$ cat src/rtl/sram_req_arbiter.sv
// Two-master (instruction/data) arbiter onto a single pipelined SRAM-style slave.
// The data port has priority, an anti-starvation counter eventually forces the
// instruction port through, a stalled grant stays locked until the slave
// accepts it, and a small ID FIFO routes in-order responses back to their master.
module sram_req_arbiter #(
    parameter int OUTSTANDING = 4,
    parameter int STARVE_LIM  = 8
) (
    input  logic        clk,
    input  logic        resetn,

    input  logic        inst_req,
    input  logic        inst_wr,
    input  logic [1:0]  inst_size,
    input  logic [3:0]  inst_wstrb,
    input  logic [31:0] inst_addr,
    input  logic [31:0] inst_wdata,
    output logic        inst_addr_ok,
    output logic        inst_data_ok,
    output logic [31:0] inst_rdata,

    input  logic        data_req,
    input  logic        data_wr,
    input  logic [1:0]  data_size,
    input  logic [3:0]  data_wstrb,
    input  logic [31:0] data_addr,
    input  logic [31:0] data_wdata,
    output logic        data_addr_ok,
    output logic        data_data_ok,
    output logic [31:0] data_rdata,

    output logic        mem_req,
    output logic        mem_wr,
    output logic [1:0]  mem_size,
    output logic [3:0]  mem_wstrb,
    output logic [31:0] mem_addr,
    output logic [31:0] mem_wdata,
    input  logic        mem_addr_ok,
    input  logic        mem_data_ok,
    input  logic [31:0] mem_rdata,

    output logic        err_unexp
);

    localparam int PW = $clog2(OUTSTANDING);
    localparam int CW = PW + 1;
    localparam int SW = $clog2(STARVE_LIM + 1);

    // Order FIFO: one bit per in-flight request, 0 = inst, 1 = data
    logic [OUTSTANDING-1:0] fifo_id;
    logic [PW-1:0]          wr_ptr;
    logic [PW-1:0]          rd_ptr;
    logic [CW-1:0]          count;

    logic                   locked;
    logic                   locked_id;
    logic [SW-1:0]          starve_cnt;
    logic                   err_q;

    logic                   grant_data;
    logic                   full;
    logic                   accept;
    logic                   pop;
    logic                   head_id;

    // Grant selection: a locked grant wins; otherwise data first unless inst has starved
    always_comb begin
        grant_data = 1'b0;
        if (locked) begin
            grant_data = locked_id;
        end else if (inst_req && (starve_cnt == SW'(STARVE_LIM))) begin
            grant_data = 1'b0;
        end else if (data_req) begin
            grant_data = 1'b1;
        end
    end

    // Slave request mux, handshake qualification and response routing (zero latency)
    always_comb begin
        full      = (count == CW'(OUTSTANDING));
        mem_req   = resetn & ~full & (grant_data ? data_req : inst_req);
        mem_wr    = grant_data ? data_wr    : inst_wr;
        mem_size  = grant_data ? data_size  : inst_size;
        mem_wstrb = grant_data ? data_wstrb : inst_wstrb;
        mem_addr  = grant_data ? data_addr  : inst_addr;
        mem_wdata = grant_data ? data_wdata : inst_wdata;

        accept       = mem_req & mem_addr_ok;
        inst_addr_ok = accept & ~grant_data;
        data_addr_ok = accept &  grant_data;

        // A response with nothing in flight is dropped (and flagged below)
        pop          = resetn & mem_data_ok & (count != '0);
        head_id      = fifo_id[rd_ptr];
        inst_data_ok = pop & ~head_id;
        data_data_ok = pop &  head_id;
        inst_rdata   = mem_rdata;
        data_rdata   = mem_rdata;

        err_unexp    = err_q;
    end

    // Control state: FIFO pointers/occupancy, grant lock, starvation counter, error flag
    always_ff @(posedge clk) begin
        if (!resetn) begin
            wr_ptr     <= '0;
            rd_ptr     <= '0;
            count      <= '0;
            locked     <= 1'b0;
            locked_id  <= 1'b0;
            starve_cnt <= '0;
            err_q      <= 1'b0;
        end else begin
            // Pointers wrap naturally because OUTSTANDING is a power of two
            if (accept) wr_ptr <= wr_ptr + PW'(1);
            if (pop)    rd_ptr <= rd_ptr + PW'(1);

            case ({accept, pop})
                2'b10:   count <= count + CW'(1);
                2'b01:   count <= count - CW'(1);
                default: count <= count;
            endcase

            // Hold the grant while the slave stalls an offered request
            locked    <= mem_req & ~mem_addr_ok;
            locked_id <= grant_data;

            if (!inst_req || (accept && !grant_data)) begin
                starve_cnt <= '0;
            end else if (starve_cnt != SW'(STARVE_LIM)) begin
                starve_cnt <= starve_cnt + SW'(1);
            end

            if (mem_data_ok && (count == '0)) err_q <= 1'b1;
        end
    end

    // FIFO storage holds payload only, so it is not reset
    always_ff @(posedge clk) begin
        if (accept) fifo_id[wr_ptr] <= grant_data;
    end

endmodule

$ cat config.mk
export PLATFORM = sky130hd
export DESIGN_NAME = sram_req_arbiter
export DESIGN_NICKNAME = d
export VERILOG_FILES = /design/src/rtl/sram_req_arbiter.sv
export SDC_FILE = /design/constraint.sdc
export NUM_CORES = 1
export LEC_CHECK = 0
export CORE_AREA = 2 2 124 126
export DETAILED_ROUTE_END_ITERATION = 8
export DIE_AREA = 0 0 126 128
export GPL_TIMING_DRIVEN = 1
export PLACE_DENSITY = 0.64
export SLEW_MARGIN = 20
export SYNTH_ARGS = -nofsm -noshare
export SYNTH_HDL_FRONTEND = slang
export SYNTH_SLANG_ARGS = --single-unit
$ cat constraint.sdc
create_clock -name clk -period 2.5 [get_ports clk]
set_input_delay 0.25 -clock clk [delete_from_list [all_inputs] [get_ports clk]]
set_output_delay 0.25 -clock clk [all_outputs]
set_load 0.005 [all_outputs]
* Word-level counts from Yosys, hierarchy flattened
Index checks and enable logic that the tools add are counted.
** Word-level totals
- Register bits :: 18
- Input bits :: 180
- Output and inout bits :: 141
- Word-level logic and storage cells :: 62
** Operators by class
- Add/subtract/negate cells :: 5
- $lt $le $gt $ge :: 3
- Equality and inequality tests :: 5
- Muxes and demuxes :: 15
- Bitwise operators :: 15
- Reduce and logical (&&, ||, !) cells :: 11
** Operator list (number)
- 32-bit two-way mux :: 2
- 1-bit AND :: 10
- 1-bit two-way mux :: 7
- 2-bit by 3-bit less-than comparator with 1-bit output (second input constant) :: 2
- 3-bit case mux with 2 select lines :: 1
- 1-bit inverter :: 5
- 2-bit by 1-bit adder with 2-bit output (second input constant) :: 2
- 4-bit by 1-bit adder with 4-bit output (second input constant) :: 1
- 4-bit bitwise mux :: 1
- 4-bit == test (second input constant) :: 1
- 1-bit logical AND :: 4
- 4-bit two-way mux :: 1
- 4-bit inequality test (second input constant) :: 1
- 3-bit by 1-bit adder with 3-bit output (second input constant) :: 1
- 3-bit == test (second input constant) :: 1
- 3-bit zero test :: 1
- 3-bit nonzero test :: 1
- 3-bit by 1-bit subtractor with 3-bit output (second input constant) :: 1
- 1-bit binary-select mux with 2-bit select :: 1
- 1-bit demux with 2-bit select :: 1
- 2-bit by 1-bit == test with 1-bit output (second input constant) :: 1
- 2-bit == test (second input constant) :: 1
- 2-bit by 1-bit >= comparator with 1-bit output (second input constant) :: 1
- 1-bit zero test :: 2
- other kinds (4) :: 4

* Depth between registers and ports, before layout
- Depth after elaboration :: 10
- Depth in mapped cells :: 11
- Mapped depth without buffers :: 10

* Worst setup path before layout
OpenSTA, ideal clock, no wires.
- Kind :: flip-flop to flip-flop
- From :: reg locked
- To :: reg count[2]
- Library setup time :: 70 ps
- Arrival time :: 2232 ps
- Required time :: 2430 ps
- Setup slack :: 198 ps
- Cell stages (with the launch flop) :: 12
- Cells stage by stage :: dfxtp_1 -> nand2_1 -> or2_2 -> and4_1 -> clkbuf_2 -> inv_2 -> ha_1 -> inv_1 -> fa_1 -> xor2_1 -> or3_1 -> a21oi_1
** Between the ends
- Word-level cells in the longest chain between the ends :: 6
** Ends and longest elaborated chain
- start: declaration :: line 55 : logic locked;
- start signal: assignment :: line 125 : locked <= mem_req & ~mem_addr_ok;
- 1-bit two-way mux (*) :: line 69 : if (locked) begin
- 1-bit two-way mux (*) :: line 81 : mem_req = resetn & ~full & (grant_data ? data_req : inst_req);
- 1-bit AND (*) :: line 81
- 1-bit AND (*) :: line 88 : accept = mem_req & mem_addr_ok;
- 2-bit by 1-bit == test with 1-bit output / 2-bit == test (equally long branches) :: line 118 : case ({accept, pop})
- 3-bit case mux with 2 select lines / 2-bit nonzero test (equally long branches)
- end signal: assignment :: line 119 : 2'b10: count <= count + CW'(1);
- end signal: assignment :: line 120 : 2'b01: count <= count - CW'(1);
- end signal: assignment :: line 121 : default: count <= count;
- end: declaration :: line 53 : logic [CW-1:0] count;
Mark *: on every way between the ends. The rest lies on a longest branch, timed or not.
A chain may end at the register's enable or synchronous reset.

* Final worst setup path
- From :: reg starve_cnt[0]
- To :: out mem_wdata[18]
** Between the ends
- Word-level cells in the longest chain between the ends :: 5
** Ends and longest elaborated chain
- start: declaration :: line 57 : logic [SW-1:0] starve_cnt;
- start signal: assignment :: line 131 : starve_cnt <= starve_cnt + SW'(1);
- 4-bit == test :: line 71 : end else if (inst_req && (starve_cnt == SW'(STARVE_LIM))) begin
- 1-bit logical AND :: line 71
- 1-bit two-way mux :: line 71
- 1-bit two-way mux :: line 69
- 32-bit two-way mux :: line 86 : mem_wdata = grant_data ? data_wdata : inst_wdata;
- end: declaration :: line 37 : output logic [31:0] mem_wdata,
No other way between the ends.

==> run_results.csv <==
group,metric,value,unit
logic_synthesis,synth_top_area_frac,0.281,
timing,holdWs,0.483,ns
floorplan,fp.dieH,128,um
placement,routabilityCongestion,0.731,
grt,grt_use_met1,0.108,
logic_synthesis,netlist_instances,237,
drt,routed_wl,9950,um
final_layout,final_nets,614,
clocking,clk_path_buf_depth,2,
final_layout,multi_input_area,0.00135,mm2
clocking,clk_pin_slew_worst_paths,0.05,ns
logic_synthesis,yosysSeqAreaShare,0.172,
worst_setup_path,cp.required,2.25,ns
drt,ant_nets,0,
final_layout,regArea,403,um2
logic_synthesis,synth.top_cells.by_area,"mux2_2, buf_4, dfxtp_1",
drt,via_count,2366,
final_layout,final_util,0.315,
drt,drtPass1Iterations,3,
floorplan,core,0.0149,mm2
clocking,cts_max_level,1,
grt,gr-total-overflow,0,
final_layout,layout_commonest_cell,"clkdlybuf4s50_1",
worst_setup_path,cp-start-kind,"flip-flop",
logic_synthesis,yosysWarnings,0,
pwr,pwr-share-seq,0.226,
pwr,powerDensity,310,mW/mm2
worst_setup_path,cpPeakStageDelay,0.33,ns
floorplan,num_io_pins,321,
outcome,run_status,"completed",
clocking,hold_buffers,0,
final_layout,drive_gt1_frac,0.289,
floorplan,num_rows,45,
placement,io_buffers,224,
logic_synthesis,yosysTopAreaCell,"mux2_2",
logic_synthesis,synth-edff-count,4,
final_layout,area_growth,102,%
timing,hold_viol_final,0,
pwr,power.leakage,1.98,nW
clocking,clk_latency,0.25,ns
worst_setup_path,cp_max_fo,9,
clocking,numCtsBuffers,3,
pwr,ir_drop,0.000173,V
logic_synthesis,ys_async_sr_fraction,0,
timing,tightest_slew,0.194,ns
grt,grt_busiest_layer,"met2",
timing,slew_violations,0,
grt,grtUsageMet3,0.0334,
final_layout,fillCellCount,1600,
pwr,pwr-share-clk,0.222,
worst_setup_path,crit_slowest_cell,"mux2_2",
grt,grt_first_pass_wirelength,14100,um
drt,drtIter0Drc,59,
worst_setup_path,path_class,"reg -> out",
grt,antenna_found_initial,0,
min_path,hold_class,"reg -> reg",
timing,rsz0062_at_grt,"no",
floorplan,dieArea,0.0161,mm2
pwr,p_int,0.00108,W
pwr,swShare,0.257,
floorplan,die_x,126,um
timing,slew_headroom,0.870,
pwr,p_sw,0.000373,W
logic_synthesis,syn_area,0.00232,mm2
timing,setup_viol,0,
floorplan,start_util,0.156,
worst_setup_path,worstSetupEndpointType,"output pin",
grt,grt_use_total,0.111,
drt,wl_per_cell,16.2,um
logic_synthesis,synth_nets,425,
drt,viasPerCell,3.86,
timing,finalCritPeriodShare,0.971,
final_layout,final_cell_mix,"clkdlybuf4s50_1, dlygate4sd2_1, mux2_2",
grt,use_met2,0.227,
final_layout,diodes,0,
pwr,power_frac_comb,0.552,
flow_run,maxCapViolCount,0,
clocking,cts_tree,"done",
logic_synthesis,synth_ff_type,"dfxtp_1",
timing,fmax,412,MHz
worst_setup_path,path_cells,"inv_1, ha_2, nand3b_4, o21ai_2, o21a_4, buf_4, buf_12, buf_16, mux2_2, dlygate4sd2_1",
clocking,cts_sinks,18,
drt,drc,0,
timing,skew,0.00298,ns
grt,grt_pass1_vias,2621,
worst_setup_path,cp.arrival,2.18,ns
logic_synthesis,synth_cell_types,37,
logic_synthesis,syn_area_per_cell,9.81,um2
logic_synthesis,ys_ff_latch,18,
placement,dp_hpwl,8160,um
timing,finalCriticalPeriod,2.43,ns
clocking,root_buffer,"clkbuf_16",
grt,grt_max_degree,14,
power by group through the flow:
| stage | registers [W] | logic [W] | clock network, W |
|---|---|---|---|
| final | 0.000329 | 0.000801 | 0.000322 |
| after global routing | 0.000331 | 0.000858 | 0.000340 |
| after CTS | 0.000329 | 0.000812 | 0.000328 |
| after global placement | 0.000334 | 0.000782 | 0 |
| after floorplan | 0.000332 | 0.000347 | 0 |
| after detailed placement | 0.000335 | 0.000790 | 0 |
cells in the mapped netlist (2+ instances only):
cell type,instances
buf_4,64
mux2_2,58
dfxtp_1,14
mux2_4,13
inv_1,11
nor2_1,9
ha_1,7
and2_1,5
buf_2,5
nand2_1,5
xor2_1,5
a21oi_1,4
buf_6,4
edfxtp_1,4
a211oi_1,3
mux2i_1,3
nor2b_1,2
xnor2_1,2
area by class of cell:
cell class	instances	area share
inverters	12	0.0104
flip-flops and latches	18	0.0860
clock inverters	1	0.000801
clock buffers	3	0.0160
multi-input cells	133	0.287
repair buffers	258	0.550
well taps	188	0.0502
metal layers:
metal / vias to the layer above / routed length (um) / part of all wire
met5: - / 0 / 0
met4: 0 / 158 / 0.016
met2: 167 / 5550 / 0.56
li1: 1119 / - / -
met3: 15 / 944 / 0.095
met1: 1065 / 3300 / 0.33
final timing paths:
kind / start / end / slack (ns) / cells after the start
hold reg to reg: err_unexp$_SDFFE_PN0P_ / err_unexp$_SDFFE_PN0P_ / 0.48 / 2
hold / removal: err_unexp$_SDFFE_PN0P_ / err_unexp$_SDFFE_PN0P_ / 0.48 / 2
setup / recovery: starve_cnt[0]$_SDFFE_PP0P_ / mem_wdata[18] / 0.07 / 10
setup reg to reg: locked$_SDFF_PN0_ / count[2]$_SDFFE_PN0P_ / 0.21 / 10
critical path: cells and delay by family (launching register included):
family | cells | cell delay [ns]
buffers and inverters | 5 | 0.70
muxes | 1 | 0.33
DFF | 1 | 0.32
AOI/OAI and AO/OA | 2 | 0.30
adders and majority gates | 1 | 0.19
and+or+nand+nor | 1 | 0.09
through the flow:
step           power (W)  setup slack [ns]  instance area [um2]  setup TNS (ns)  std cells
2_1_floorplan   0.000679             0.198                 2320               0        237
3_3_place_gp     0.00112            0.0295                 4380               0        588
3_5_place_dp     0.00113           -0.0349                 4380         -0.0412        588
4_1_cts          0.00147           -0.0242                 4670         -0.0438        613
5_1_grt          0.00153           0.00870                 4690               0        613
6_report         0.00145            0.0713                 4690               0        613
state kept, by name, summed over array words and instances (netlist names):
| signal | flops |
|---|---|
| err_unexp | 1 |
| starve_cnt | 4 |
| wr_ptr | 2 |
| fifo_id | 4 |
| locked | 1 |
| count | 3 |
| rd_ptr | 2 |
| locked_id | 1 |
repair_timing:
action | 4_1_cts | 5_1_grt
endpoints found under the setup margin | 72 | 28
setup buffers | 18 | 0
gates resized for setup | 103 | 8
pin swaps | 3 | 3
gates cloned | 3 | 0
cells by family (layout without fill, tap and decap cells):
group,count (synthesis),count (layout),synth area share
buffers and inverters,86,274,0.258
adders and majority gates,8,8,0.0463
muxes,75,75,0.388
DFF,18,18,0.172
xor gates and xnor gates,7,7,0.0264
and+or+nand+nor,30,30,0.0716
AOI/OAI and AO/OA,13,13,0.0377
No activity file was read; power rests on OpenSTA's default activity.
